<file path="config.mk">
export PLATFORM = sky130hd
export DESIGN_NAME = xsr_rxq
export DESIGN_NICKNAME = d
export VERILOG_FILES = /design/src/rtl/xsr_pkg.sv /design/src/rtl/xsr_fifo.sv /design/src/rtl/xsr_rxq.sv
export SDC_FILE = /design/constraint.sdc
export NUM_CORES = 1
export LEC_CHECK = 0
export CORE_ASPECT_RATIO = 0.9
export CORE_UTILIZATION = 65
export CTS_CLUSTER_DIAMETER = 40
export DETAILED_ROUTE_END_ITERATION = 16
export DONT_BUFFER_PORTS = 1
export PLACE_DENSITY = 0.81
export SLEW_MARGIN = 20
export SYNTH_ARGS = -nofsm -noshare
export SYNTH_HDL_FRONTEND = slang
export SYNTH_SLANG_ARGS = --single-unit
</file>
<file path="constraint.sdc">
create_clock -name clk_i -period 6.55 [get_ports clk_i]
set_input_delay 0.655 -clock clk_i [delete_from_list [all_inputs] [get_ports clk_i]]
set_output_delay 0.655 -clock clk_i [all_outputs]
set_load 0.1 [all_outputs]
</file>
<file path="src/rtl/xsr_pkg.sv">
// Shared defaults and sizing helpers for the xsr serial receive queue.
package xsr_pkg;

  localparam int XSR_DATA_W = 64;
  localparam int XSR_BAUD_W = 32;
  localparam int XSR_DEPTH  = 4;

  // Occupancy needs to represent 0..depth inclusive.
  function automatic int lvl_w(input int depth);
    return $clog2(depth + 1);
  endfunction

endpackage

</file>
<file path="src/rtl/xsr_fifo.sv">
// Power-of-two receive queue; head word is registered state, gated to zero when empty.
module xsr_fifo
  import xsr_pkg::*;
#(
  parameter int DATA_W = XSR_DATA_W,
  parameter int DEPTH  = XSR_DEPTH
) (
  input  logic                     clk_i,
  input  logic                     reset_i,
  input  logic                     push_i,
  input  logic [DATA_W-1:0]        wdata_i,
  input  logic                     pop_i,
  output logic [DATA_W-1:0]        rdata_o,
  output logic                     full_o,
  output logic                     empty_o,
  output logic [lvl_w(DEPTH)-1:0]  level_o
);

  localparam int PW = $clog2(DEPTH);
  localparam int LW = lvl_w(DEPTH);

  logic [DATA_W-1:0] mem_q [DEPTH];
  logic [PW-1:0]     wp_q, wp_d, rp_q, rp_d;
  logic [LW-1:0]     cnt_q, cnt_d;
  logic              do_push, do_pop;

  assign empty_o = (cnt_q == '0);
  assign full_o  = (cnt_q == LW'(DEPTH));
  assign level_o = cnt_q;
  assign rdata_o = empty_o ? '0 : mem_q[rp_q];

  // A pop frees the head slot in the same cycle, so a full queue still accepts.
  assign do_pop  = pop_i & ~empty_o;
  assign do_push = push_i & (~full_o | do_pop);

  always_comb begin
    wp_d  = wp_q;
    rp_d  = rp_q;
    cnt_d = cnt_q;
    if (do_push) wp_d = wp_q + PW'(1);
    if (do_pop)  rp_d = rp_q + PW'(1);
    case ({do_push, do_pop})
      2'b10:   cnt_d = cnt_q + LW'(1);
      2'b01:   cnt_d = cnt_q - LW'(1);
      default: cnt_d = cnt_q;
    endcase
  end

  always_ff @(posedge clk_i or negedge reset_i) begin
    if (!reset_i) begin
      wp_q  <= '0;
      rp_q  <= '0;
      cnt_q <= '0;
    end else begin
      wp_q  <= wp_d;
      rp_q  <= rp_d;
      cnt_q <= cnt_d;
    end
  end

  always_ff @(posedge clk_i) begin
    if (do_push) mem_q[wp_q] <= wdata_i;
  end

endmodule

</file>
<file path="src/rtl/xsr_rxq.sv">
// Edge-resynchronised serial receiver assembling variable-length frames into a queue.
module xsr_rxq
  import xsr_pkg::*;
#(
  parameter int DATA_W = XSR_DATA_W,
  parameter int BAUD_W = XSR_BAUD_W,
  parameter int DEPTH  = XSR_DEPTH
) (
  input  logic                         clk_i,
  input  logic                         reset_i,
  input  logic [$clog2(DATA_W+1)-1:0]  bits_i,
  input  logic [BAUD_W-1:0]            baud_i,
  input  logic                         msb_first_i,
  input  logic                         rxd_i,
  input  logic                         rxc_i,
  input  logic                         rx_ready_i,
  input  logic                         ovr_clr_i,
  output logic [DATA_W-1:0]            rx_data_o,
  output logic                         rx_valid_o,
  output logic [lvl_w(DEPTH)-1:0]      level_o,
  output logic                         idle_o,
  output logic                         sample_o,
  output logic                         overrun_o
);

  localparam int NW = $clog2(DATA_W + 1);
  localparam int IW = (DATA_W > 1) ? $clog2(DATA_W) : 1;

  logic              d0_q, d1_q, c0_q, c1_q;
  logic [BAUD_W-1:0] cnt_q, cnt_d;
  logic [NW-1:0]     left_q, left_d, len_q, len_d;
  logic              msb_q, msb_d;
  logic [DATA_W-1:0] asm_q, asm_d;
  logic              push_q, push_d;
  logic              ovr_q, ovr_d;

  logic              edge_ev, idle, smp;
  logic [NW-1:0]     nbits, pos;
  logic              full, empty, pop, drop;

  assign edge_ev = (d0_q ^ d1_q) | (c0_q & ~c1_q);
  assign idle    = (left_q == '0);
  assign smp     = ~idle & (cnt_q == '0) & ~edge_ev;
  assign nbits   = (bits_i > NW'(DATA_W)) ? NW'(DATA_W) : bits_i;
  // Arrival index k = len - left; MSB-first mirrors it to len-1-k = left-1.
  assign pos     = msb_q ? (left_q - NW'(1)) : (len_q - left_q);

  always_comb begin
    cnt_d  = cnt_q;
    left_d = left_q;
    len_d  = len_q;
    msb_d  = msb_q;
    asm_d  = asm_q;
    push_d = 1'b0;
    if (edge_ev) begin
      cnt_d = baud_i >> 1;
      if (idle) begin
        left_d = nbits;
        len_d  = nbits;
        msb_d  = msb_first_i;
        asm_d  = '0;
      end
    end else if (idle) begin
      cnt_d = baud_i;
    end else if (cnt_q == '0) begin
      cnt_d             = baud_i;
      left_d            = left_q - NW'(1);
      asm_d[pos[IW-1:0]] = d0_q;
      push_d            = (left_q == NW'(1));
    end else begin
      cnt_d = cnt_q - BAUD_W'(1);
    end
  end

  assign rx_valid_o = ~empty;
  assign pop        = rx_valid_o & rx_ready_i;
  assign drop       = push_q & full & ~pop;

  always_comb begin
    ovr_d = ovr_q;
    if (drop)           ovr_d = 1'b1;
    else if (ovr_clr_i) ovr_d = 1'b0;
  end

  always_ff @(posedge clk_i or negedge reset_i) begin
    if (!reset_i) begin
      d0_q   <= 1'b1;
      d1_q   <= 1'b1;
      c0_q   <= 1'b1;
      c1_q   <= 1'b1;
      cnt_q  <= '0;
      left_q <= '0;
      len_q  <= '0;
      msb_q  <= 1'b0;
      asm_q  <= '0;
      push_q <= 1'b0;
      ovr_q  <= 1'b0;
    end else begin
      d0_q   <= rxd_i;
      d1_q   <= d0_q;
      c0_q   <= rxc_i;
      c1_q   <= c0_q;
      cnt_q  <= cnt_d;
      left_q <= left_d;
      len_q  <= len_d;
      msb_q  <= msb_d;
      asm_q  <= asm_d;
      push_q <= push_d;
      ovr_q  <= ovr_d;
    end
  end

  xsr_fifo #(
    .DATA_W (DATA_W),
    .DEPTH  (DEPTH)
  ) u_fifo (
    .clk_i   (clk_i),
    .reset_i (reset_i),
    .push_i  (push_q),
    .wdata_i (asm_q),
    .pop_i   (pop),
    .rdata_o (rx_data_o),
    .full_o  (full),
    .empty_o (empty),
    .level_o (level_o)
  );

  assign idle_o    = idle;
  assign sample_o  = smp;
  assign overrun_o = ovr_q;

endmodule

</file>
Word level (Yosys, flattened, before mapping)

Memory sizes are Yosys's and may differ from the RTL's.
Index checks and enable logic that the tools add are counted.

Bits in writable memories: 256
Input port bits: 46
Register bits after elaboration: 123
Output and inout port bits: 71
Memories: 1
Word-level logic and storage cells: 82

Bitwise gates (word level): 17
$lt $le $gt $ge: 3
Eq/ne operators: 6
Multiplexer cells: 25
Reduce and logical (&&, ||, !) cells: 9
Add/subtract/negate cells: 7

Memories:

| memory       | depth | bits a word | read ports | clocked after Yosys merged registers in | wr ports | line           | RTL |
|---|---|---|---|---|---|---|---|
| u_fifo.mem_q | 4     | 64          | 1          | 0                                       | 1        | xsr_fifo.sv:22 | `logic [DATA_W-1:0] mem_q [DEPTH];` |

Operators with widths:

| operator              | number |
|---|---|
| $mux 64               | 5 |
| $mux 32               | 3 |
| $bwmux 64             | 1 |
| $mux 7                | 5 |
| $logic_not 32->1      | 1 |
| $sub 32x1->32 const B | 1 |
| $and 1x1->1           | 8 |
| $mux 1                | 8 |
| $eq 7x1->1 const B    | 1 |
| $gt 7x7->1 const B    | 1 |
| $logic_not 7->1       | 1 |
| $lt 6x7->1 const B    | 1 |
| $sub 7x1->7 const B   | 1 |
| $demux 1 s6           | 1 |
| $ge 6x1->1 const B    | 1 |
| $mux 6                | 1 |
| $not 1->1             | 6 |
| $pmux 3 s2            | 1 |
| $reduce_bool 2->1     | 3 |
| $sub 6x6->6           | 1 |
| $add 2x1->2 const B   | 2 |
| $add 3x1->3 const B   | 1 |
| $eq 3x3->1 const B    | 1 |
| $logic_not 3->1       | 1 |
| 10 further kinds      | 11 |

Depth between registers and ports, before layout

Gate-level depths: netlist (run 1).

Depth after elaboration: 10
Depth in mapped cells: 13
Depth with buffers taken out: 11

Cells and area by module

A second synthesis (run 1) with hierarchy kept.

Cells, all modules: 1229
Area, all modules: 16876.2 µm²

By module, submodules not included:

| module   | area each (µm²) | times used | seq. area each (µm²) | cells an instance |
|---|---|---|---|---|
| xsr_fifo | 10156.0         | 1          | 7862.5               | 459 |
| xsr_rxq  | 6720.2          | 1          | 2907.8               | 770 |

Worst setup path after synthesis (run 1)

OpenSTA, ideal clock, no wires.

Path type: reg2out
Start point: register u_fifo.cnt_q[0], in the netlist u_fifo.level_o[0]
End point: output port rx_data_o[54]
Path buffers: 1
Data required time: 5.895 ns
Cell stages (with the launch flop): 4
Slack: 2.851 ns
Data arrival time: 3.044 ns
Cells stage by stage: dfrtp_1 or3_1 clkbuf_1 and2_1

Word-level cells in the longest chain between the ends: 2

RTL lines:

| item                   | line           | RTL |
|---|---|---|
| start, declared        | xsr_fifo.sv:24 | `logic [LW-1:0] cnt_q, cnt_d;` |
| start signal, assigned | xsr_fifo.sv:57 | `cnt_q <= cnt_d;` |
| $logic_not 3->1        | xsr_fifo.sv:27 | `assign empty_o = (cnt_q == '0);` |
| $mux 64                | xsr_fifo.sv:30 | `assign rdata_o = empty_o ? '0 : mem_q[rp_q];` |
| end, declared          | xsr_rxq.sv:18  | `output logic [DATA_W-1:0] rx_data_o,` |

No other way between the ends.

Worst setup path after layout (run 1)

Start point: register u_fifo.cnt_q[1], in the netlist u_fifo.level_o[1]
End point: output port rx_data_o[42]

The elaborated chain is that of the path after synthesis.

==> results of run 1 <==
-- layout make-up --
type,instances,area share
inverters,21,0.00437
multi-input cells,663,0.285
clock inverters,21,0.0146
repair buffers,17,0.00819
clock buffers,56,0.0663
well taps,336,0.0233
flip-flops and latches,379,0.598
-- power groups by stage --
stage / Clock (mW) / Sequential [mW] / Combinational (mW)
floorplan: 0 / 2.74 / 1.80
global placement: 0 / 2.83 / 1.84
detailed placement: 0 / 2.84 / 1.86
CTS: 2.46 / 2.79 / 1.88
global route: 2.55 / 2.80 / 1.94
finish: 2.45 / 2.78 / 1.87
-- metal layers --
metal | part of all wire | routed length (um) | vias up
li1 | - | - | 4293
met1 | 0.39 | 13400 | 4858
met2 | 0.49 | 16900 | 497
met3 | 0.088 | 3030 | 98
met4 | 0.032 | 1110 | 0
met5 | 0 | 0 | -
-- cell families after synthesis --
group / Yosys count / share of synthesized area
xor+xnor: 40 / 0.0216
simple gates: 262 / 0.0905
fa+ha+maj: 16 / 0.0133
compound gates: 274 / 0.0965
buf+inv: 88 / 0.0218
mux: 71 / 0.0932
flops: 379 / 0.663
-- how the worst max path moves through the flow --
stage | startpoint | end | slack [ns] | depth (start not counted)
global placement | u_fifo.level_o[0]$_DFFE_PN0P_ | rx_data_o[13] | 3.00 | 3
global route | u_fifo.level_o[1]$_DFFE_PN0P_ | rx_data_o[42] | 2.29 | 3
finish | u_fifo.level_o[1]$_DFFE_PN0P_ | rx_data_o[42] | 2.41 | 3
detailed placement | u_fifo.level_o[0]$_DFFE_PN0P_ | rx_data_o[42] | 2.94 | 3
CTS | u_fifo.level_o[1]$_DFFE_PN0P_ | rx_data_o[42] | 2.37 | 3
floorplan | u_fifo.level_o[0]$_DFFE_PN0P_ | rx_data_o[54] | 2.85 | 3
-- through the flow --
stage          cells  utilization  instance area (um2)  power (mW)
3_3_place_gp    1415        0.678                16500        4.67
5_1_grt         1493        0.739                18000        7.29
6_report        1493        0.739                18000        7.09
3_5_place_dp    1415        0.678                16500        4.69
4_1_cts         1493        0.739                18000        7.13
2_1_floorplan   1130            -                16200        4.53
-- Yosys cell counts (all sizes together) (3+ instances only) --
master / count
nor2b: 4
xor2: 12
a21oi: 13
edfxtp: 256
clkbuf: 51
a31oi: 34
o32ai: 4
mux2i: 6
dfstp: 4
nor3: 10
xnor2: 28
o22ai: 4
buf: 15
or3: 5
nor2: 18
nor4: 8
nand4: 3
nand3b: 3
a21o: 3
nand2b: 4
ha: 14
or4: 10
o21ai: 170
nand3: 8
inv: 21
nand2: 104
mux4: 64
o211ai: 35
dfrtp: 119
and2: 73
-- flip-flops by register name, summed over array words and instances, names as in the netlist, 2 cells and up --
| signal | cells |
|---|---|
| asm_q | 64 |
| cnt_q | 32 |
| left_q | 7 |
| len_q | 6 |
| u_fifo.level_o | 3 |
| u_fifo.mem_q | 256 |
| u_fifo.rp_q | 2 |
| u_fifo.wp_q | 2 |
==> flow_summary.json, run 1 <==
{
  "multi_input_area_mm2": 0.00514,
  "final.setup.tns_ns": 0,
  "die_area_mm2": 0.0256,
  "min_period_ns": 4.14,
  "status": "complete, no violations",
  "synthesis.area_mm2": 0.0162,
  "drc": 0,
  "cpLargestDelayFamily": "simple AND/OR/NAND/NOR gates",
  "hold_slack_ns": 0.0888,
  "fin_skew_ns": 0.0239,
  "place_hpwl_mm": 20.0,
  "rsz0062_at_grt": "no",
  "drv_slew": 0,
  "grt_overflow": 0,
  "vias": 9746,
  "place_ws_ns": 2.94,
  "grt_pass1_wl_mm": 54.1,
  "cts_tree": "built",
  "drive_gt1_frac": 0.162,
  "ctsHtreeMaxLevel": 2,
  "ys.flop_type": "edfxtp_1",
  "fill_cells": 1429,
  "ys_types": 59,
  "r2r_cells": 10,
  "seq_area_mm2": 0.0108,
  "fin_ws_ns": 2.41,
  "drtPass1Iterations": 6,
  "vias_per_cell": 6.53,
  "clkPwrFrac": 0.345,
  "synth.avg_cell_area_um2": 14.4,
  "clock-sinks": 379,
  "use_met2": 0.446,
  "crit_chain": "or3_2, buf_4, and2_1",
  "drtIter0Drc": 1341,
  "path_buf_inv": 1,
  "clock_latency_ns": 0.54,
  "routedWlPerCell_um": 23.1,
  "seq_power_share": 0.392,
  "grt_pass1_vias": 9767,
  "cts_buffer_depth": 3,
  "yosys_warnings": 0,
  "path_max_fanout": 59,
  "routabilityCongestion": 0.821,
  "reg2reg_slack_ns": 2.98,
  "synthArstFlopShare": 0.325,
  "yosysTopAreaCellShare": 0.473,
  "worst_pin_slew_ns": 1.21,
  "p_per_area_mw_per_mm2": 393,
  "initial_core_util": 0.666,
  "grt_max_degree": 124,
  "max_freq_mhz": 241,
  "path_class": "register to primary output",
  "port-buffer-count": 0,
  "intPower_mw": 4.40,
  "period_share": 0.632,
  "cts_resized": 0,
  "cp-start-kind": "register",
  "coreArea_mm2": 0.0244,
  "layout.nets": 1186,
  "antenna_found_initial": 0,
  "switchingPower_mw": 2.70,
  "cts_root_buf": "clkbuf_16",
  "busiest_layer": "met2",
  "ys_seq_elements": 379,
  "slew_headroom": 0.194,
  "die_h_um": 152,
  "min_path_type": "input port to asynchronous set/reset pin",
  "worstReg2RegStart": "left_q[0]$_DFFE_PN0P_",
  "max_stage_delay_ns": 0.97,
  "area_delta_synth_final_pct": 11.0,
  "cts_hold_buf": 1,
  "ys_seq_area_frac": 0.663,
  "grt_util_all_layers": 0.276,
  "diodes": 0,
  "p_leak_nw": 5.82,
  "syn_inst": 1130,
  "hold_violations": 0,
  "worst_setup_path_end_kind": "primary output",
  "syn_nets": 1192,
  "swShare": 0.380,
  "cap_violations": 0,
  "ir_drop_mv": 0.212,
  "cp_data_required_time_ns": 5.89,
  "clk_pin_slew_ns": 0.06,
  "final_common_cell": "edfxtp_1",
  "setup_viol": 0,
  "timing.rr.end": "asm_q[51]$_DFFE_PN0P_",
  "io_pins": 117,
  "ys_top_cells_by_area": "edfxtp_1 (47%), dfrtp_1 (18%), mux4_2 (8.9%)",
  "placementRows": 54,
  "routed_wl_mm": 34.5,
  "synth_edf_count": 256,
  "final_antenna_net_count": 0,
  "combPwrFrac": 0.263,
  "cts_buffers": 42,
  "cp.arrival_ns": 3.49,
  "mostFrequentLayoutCells": "edfxtp_1 (256), dfrtp_1 (117), o21ai_0 (102), nand2_1 (95), and2_1 (68)",
  "critPathSlowestCell": "dfrtp_1",
  "met1_usage": 0.377,
  "synth_top_area_cell": "edfxtp_1",
  "postCtsSetupBuffers": 0,
  "die_w_um": 169,
  "grt_util_met3": 0.0568
}
(Power assumes the default switching activity.)
==> inputs of run 2 (changes only) <==
--- a/config.mk
+++ b/config.mk
@@ -6,11 +6,11 @@
 export NUM_CORES = 1
 export LEC_CHECK = 0
 export CORE_ASPECT_RATIO = 0.9
-export CORE_UTILIZATION = 65
+export CORE_UTILIZATION = 57
 export CTS_CLUSTER_DIAMETER = 40
 export DETAILED_ROUTE_END_ITERATION = 16
 export DONT_BUFFER_PORTS = 1
-export PLACE_DENSITY = 0.81
+export PLACE_DENSITY = 0.75
 export SLEW_MARGIN = 20
 export SYNTH_ARGS = -nofsm -noshare
 export SYNTH_HDL_FRONTEND = slang
==> constraint.sdc (replaced) <==
create_clock -name clk_i -period 3.36 [get_ports clk_i]
set_input_delay 0.336 -clock clk_i [delete_from_list [all_inputs] [get_ports clk_i]]
set_output_delay 0.336 -clock clk_i [all_outputs]
set_load 0.1 [all_outputs]
==> flow_summary.json, run 2 (synthesis gave the netlist of run 1 again) <==
{
  "status": "complete, but fails checks",
  "failed_checks": "DRC",
  "critPathSlowestCell": "nor2_1",
  "die_h_um": 162,
  "clock-sinks": 379,
  "cts_buffer_depth": 3,
  "drv_slew": 0,
  "drive_gt1_frac": 0.214,
  "p_per_area_mw_per_mm2": 753,
  "placementRows": 58,
  "path_buf_inv": 2,
  "routabilityCongestion": 0.842,
  "path_class": "register to register",
  "drtIter0Drc": 1085,
  "cts_buffers": 44,
  "reg2reg_slack_ns": 0.25,
  "cts_tree": "built",
  "final_common_cell": "edfxtp_1",
  "crit_chain": "inv_1, ha_1, inv_1, fa_1, nand3_1, nor4b_1, a211oi_1, nor2_1, nand2_1, o21ai_1",
  "layout.nets": 1314,
  "final_antenna_net_count": 0,
  "hold_violations": 0,
  "top_regs": "u_fifo.mem_q x256, asm_q x64, cnt_q x32",
  "clock_latency_ns": 0.54,
  "max_freq_mhz": 321,
  "critPathMostFrequentCell": "inv_1",
  "worst_setup_path_end_kind": "register",
  "grt_pass1_wl_mm": 56.2,
  "grt_pass1_vias": 10200,
  "cp_data_required_time_ns": 3.79,
  "slew_headroom": 0.371,
  "place_area_mm2": 0.0172,
  "hold_slack_ns": 0.0176,
  "vias": 10100,
  "io_pins": 117,
  "period_share": 0.927,
  "diodes": 0,
  "die_w_um": 180,
  "place_hpwl_mm": 21.2,
  "cp-start-kind": "register",
  "grt_overflow": 0,
  "cap_violations": 0,
  "path_max_fanout": 10,
  "fin_skew_ns": 0.0116,
  "worst_pin_slew_ns": 0.944,
  "coreArea_mm2": 0.0279,
  "mostFrequentLayoutCells": "edfxtp_1 (256), dfrtp_1 (117), o21ai_0 (102), nand2_1 (95), buf_4 (95)",
  "clk_pin_slew_ns": 0.06,
  "routed_wl_mm": 35.7,
  "grt_util_all_layers": 0.250,
  "drc": 12,
  "final.setup.tns_ns": 0,
  "regMostFlops": "u_fifo.mem_q",
  "largest_reg_flops": 256,
  "min_path_type": "input port to register",
  "p_leak_nw": 6.41,
  "utilization": 0.687,
  "ir_drop_mv": 0.448,
  "port-buffer-count": 0,
  "grt_max_degree": 124,
  "min_period_ns": 3.11,
  "die_area_mm2": 0.0292,
  "cp.arrival_ns": 3.55,
  "rsz0062_at_grt": "no",
  "ctsHtreeMaxLevel": 2,
  "cpLargestDelayFamily": "simple AND/OR/NAND/NOR gates",
  "drtPass1Iterations": 11,
  "routedWlPerCell_um": 21.6,
  "setup_viol": 0,
  "cts_root_buf": "clkbuf_16",
  "antenna_found_initial": 0,
  "vias_per_cell": 6.12,
  "finalPower_mw": 14.4,
  "fin_area_mm2": 0.0192,
  "postCtsSetupBuffers": 0,
  "initial_core_util": 0.581,
  "max_stage_delay_ns": 0.64,
  "area_delta_synth_final_pct": 18.2
}
run 2: worst paths after layout:
| check | startpoint | end | cells past startpoint |
|---|---|---|---|
| worst max-delay path | len_q[0]$_DFFE_PN0P_ | asm_q[10]$_DFFE_PN0P_ | 10 |
| worst min-delay path | baud_i[2] | cnt_q[2]$_DFF_PN0_ | 2 |
| worst max register to register | len_q[0]$_DFFE_PN0P_ | asm_q[10]$_DFFE_PN0P_ | 10 |
| worst min register to register | c0_q$_DFF_PN1_ | c1_q$_DFF_PN1_ | 0 |
| max in group asynchronous | reset_i | u_fifo.rp_q[1]$_DFFE_PN0P_ | 2 |
| min in group asynchronous | reset_i | cnt_q[2]$_DFF_PN0_ | 2 |
run 2: layer usage:
layer / global-route usage / share of wire / wire length, um / up-vias
met2: 0.408 / 0.48 / 17200 / 468
met5: 0 / 0 / 0 / -
li1: - / - / - / 4552
met3: 0.0469 / 0.081 / 2880 / 65
met4: 0.0799 / 0.025 / 908 / 0
met1: 0.346 / 0.41 / 14700 / 4994
run 2: what timing repair did:
item                                    in CTS  in global routing
endpoints found under the hold margin      164                  0
resized for setup                            0                  1
endpoints found under the setup margin       0                  1
hold buffers                                44                  0
run 2: where the power goes:
part | leakage, nW | total [mW] | switching [mW] | internal (mW)
registers | 3.32 | 5.27 | 0.235 | 5.04
logic | 2.35 | 4.43 | 3.32 | 1.11
clock network | 0.739 | 4.74 | 1.90 | 2.85
run 2: layout make-up:
class / count / area [um2]
fillers: 1830 / 8750
well taps: 360 / 450
clock buffers: 59 / 1270
repair buffers: 143 / 1250
flip-flops and latches: 379 / 10800
multi-input cells: 663 / 5150
clock inverters: 23 / 215
inverters: 21 / 78.8
run 2: per-stage QoR:
step / cells / worst slack (ns)
final: 1648 / 0.245
after global routing: 1648 / 0.0543
after CTS: 1648 / 0.0631
after detailed placement: 1522 / 0.103
after global placement: 1522 / 0.243
after floorplan: 1130 / 0.225
==> inputs of run 3 (changes only) <==
--- a/config.mk
+++ b/config.mk
@@ -5,12 +5,13 @@
 export SDC_FILE = /design/constraint.sdc
 export NUM_CORES = 1
 export LEC_CHECK = 0
+export ABC_AREA = 1
 export CORE_ASPECT_RATIO = 0.9
-export CORE_UTILIZATION = 57
+export CORE_UTILIZATION = 58
 export CTS_CLUSTER_DIAMETER = 40
 export DETAILED_ROUTE_END_ITERATION = 16
 export DONT_BUFFER_PORTS = 1
-export PLACE_DENSITY = 0.75
+export PLACE_DENSITY = 0.76
 export SLEW_MARGIN = 20
 export SYNTH_ARGS = -nofsm -noshare
 export SYNTH_HDL_FRONTEND = slang
==> flow_summary.json, run 3 <==
{
  "status": "complete, no violations",
  "drc": 0,
  "cts_buffers": 46,
  "synth_top_area_cell": "edfxtp_1",
  "ys_seq_area_frac": 0.613,
  "routed_wl_mm": 43.1,
  "yosys.area_share.simple": 0.223,
  "largest_reg_flops": 256,
  "path_max_fanout": 40,
  "synthesis.area_mm2": 0.0176,
  "cp-start-kind": "register",
  "drv_slew": 0,
  "die_h_um": 167,
  "place_hpwl_mm": 24.4,
  "seq_area_mm2": 0.0108,
  "cts_resized": 0,
  "die_w_um": 185,
  "placementRows": 60,
  "grt_pass1_vias": 13700,
  "vias": 13700,
  "fill_cells": 2024,
  "mostFrequentLayoutCells": "nand2_1 (444), nor2_1 (367), edfxtp_1 (256), o21ai_0 (182), dfrtp_1 (117)",
  "syn_inst": 1869,
  "slew_headroom": 0.387,
  "clk_pin_slew_ns": 0.06,
  "drtPass1Iterations": 6,
  "antenna_found_initial": 0,
  "area_delta_synth_final_pct": 23.4,
  "muxShareOfSynthArea": 0,
  "top_regs": "u_fifo.mem_q x256, asm_q x64, cnt_q x32",
  "cap_violations": 0,
  "clock_latency_ns": 0.55,
  "rsz0062_at_grt": "no",
  "ys_seq_elements": 379,
  "routedWlPerCell_um": 18.0,
  "yosys_warnings": 0,
  "setup_viol": 0,
  "cts_root_buf": "clkbuf_16",
  "final_common_cell": "nand2_1",
  "drtIter0Drc": 1421,
  "ys_types": 39,
  "p_leak_nw": 8.91,
  "final_antenna_net_count": 0,
  "ys.flop_type": "edfxtp_1",
  "synthAdderAreaFrac": 0.0122,
  "synth_compound_area_frac": 0.0871,
  "max_freq_mhz": 345,
  "cp.arrival_ns": 2.57,
  "ir_drop_mv": 0.819,
  "worst_setup_path_end_kind": "primary output",
  "min_path_type": "input port to register",
  "ys_top_cells_by_area": "edfxtp_1 (44%), dfrtp_1 (17%), nand2_1 (9.5%)",
  "coreArea_mm2": 0.0299,
  "grt_pass1_wl_mm": 69.2,
  "grt_util_all_layers": 0.285,
  "hold_violations": 0,
  "synth_commonest_cells": "nand2_1 (445), nor2_1 (372), edfxtp_1 (256)",
  "syn_nets": 1931,
  "vias_per_cell": 5.73,
  "clock-sinks": 379,
  "period_share": 0.864,
  "hold_slack_ns": 0.00990,
  "grt_overflow": 0,
  "utilization": 0.726,
  "grt_max_degree": 124,
  "cts_tree": "built",
  "synth.avg_cell_area_um2": 9.40,
  "initial_core_util": 0.588,
  "worst_pin_slew_ns": 0.919,
  "die_area_mm2": 0.0310,
  "synth_edf_count": 256,
  "yosysTopAreaCellShare": 0.437,
  "routabilityCongestion": 0.916,
  "layout.nets": 2017,
  "path_class": "register to primary output",
  "regMostFlops": "u_fifo.mem_q",
  "synthXorXnorAreaFrac": 0.0164,
  "multi_input_area_mm2": 0.00670,
  "cts_buffer_depth": 3,
  "synth_top_family_by_area": "simple AND/OR/NAND/NOR gates",
  "p_per_area_mw_per_mm2": 929,
  "fin_skew_ns": 0.0207,
  "ctsHtreeMaxLevel": 2,
  "port-buffer-count": 0,
  "synthArstFlopShare": 0.325,
  "min_period_ns": 2.90,
  "diodes": 0,
  "io_pins": 117,
  "synth_most_common_cell": "nand2_1",
  "cp_data_required_time_ns": 3.02,
  "drive_gt1_frac": 0.148
}
-- run 3: cell types whose count changed after synthesis, moves of 19 or more --
cell,change
mux4_2,-64
nand2_1,+350
o211ai_1,-29
nand4_1,+69
a21oi_1,+70
nor2_1,+354
nand3_1,+19
buf_2,+30
inv_1,+61
a31oi_1,-32
and2_1,-73
o21ai_1,-54
o21ai_0,+79
-- run 3: final cells by class --
cell class,instances,area share
Clock inverter,24,0.00883
Multi-Input combinational cell,1290,0.309
Clock buffer,62,0.0607
Timing Repair Buffer,146,0.0851
Tap cell,403,0.0233
Inverter,92,0.0164
Sequential cell,379,0.497
-- run 3: routing by layer --
layer	global-route usage	wire length [um]
met5	0	0
met3	0.0494	3240
met2	0.479	21400
met1	0.371	17300
met4	0.108	1130
-- run 3: path summary, 6_finish.rpt --
kind,start,to,slack (ns),cells after the start
setup / recovery,u_fifo.rp_q[0]$_DFFE_PN0P_,rx_data_o[45],0.46,6
hold / removal,bits_i[4],len_q[4]$_DFFE_PN0P_,0.01,2
setup reg to reg,d0_q$_DFF_PN1_,cnt_q[3]$_DFF_PN0_,0.56,7
hold reg to reg,c0_q$_DFF_PN1_,c1_q$_DFF_PN1_,0.37,0
max in group asynchronous,reset_i,asm_q[33]$_DFFE_PN0P_,2.38,2
min in group asynchronous,reset_i,cnt_q[16]$_DFF_PN0_,0.41,2
-- run 3: critical path: stages, from the launching register on --
cell,delay [ns]
dfrtp_4,0.62
buf_4,0.47
nor2_1,0.10
nor2_1,0.09
o21ai_0,0.15
a21oi_4,0.24
buf_4,0.33
-- run 3: repair_timing --
| action | CTS | global route |
|---|---|---|
| hold buffers | 47 | 0 |
| setup buffers | 0 | 0 |
| setup endpoints to repair | 0 | 0 |
| hold endpoints to repair | 161 | 0 |
-- run 3: per-stage QoR --
step           worst slack [ns]  TNS, ns  total power [mW]  area (um2)  instances
2_1_floorplan            -0.320    -1.28              12.4       18300       1869
3_5_place_dp              0.738        0              15.3       19700       2263
3_3_place_gp              0.843        0              15.2       19700       2263
4_1_cts                   0.473        0              20.2       21700       2396
6_report                  0.458        0              20.1       21700       2396
5_1_grt                   0.389        0              20.8       21700       2396
-- run 3: report_power, final --
group	internal, mW	switching, mW	leakage [nW]
Clock	2.86	1.95	0.725
Combinational	2.99	7.20	4.07
Sequential	5.03	0.120	4.11
-- run 3: cell families (layout without fill, tap and decap cells) --
| family | Yosys count | in the layout |
|---|---|---|
| simple gates | 946 | 946 |
| fa+ha+maj | 16 | 16 |
| xor+xnor | 33 | 33 |
| buf+inv | 200 | 324 |
| compound gates | 295 | 295 |
| flops | 379 | 379 |
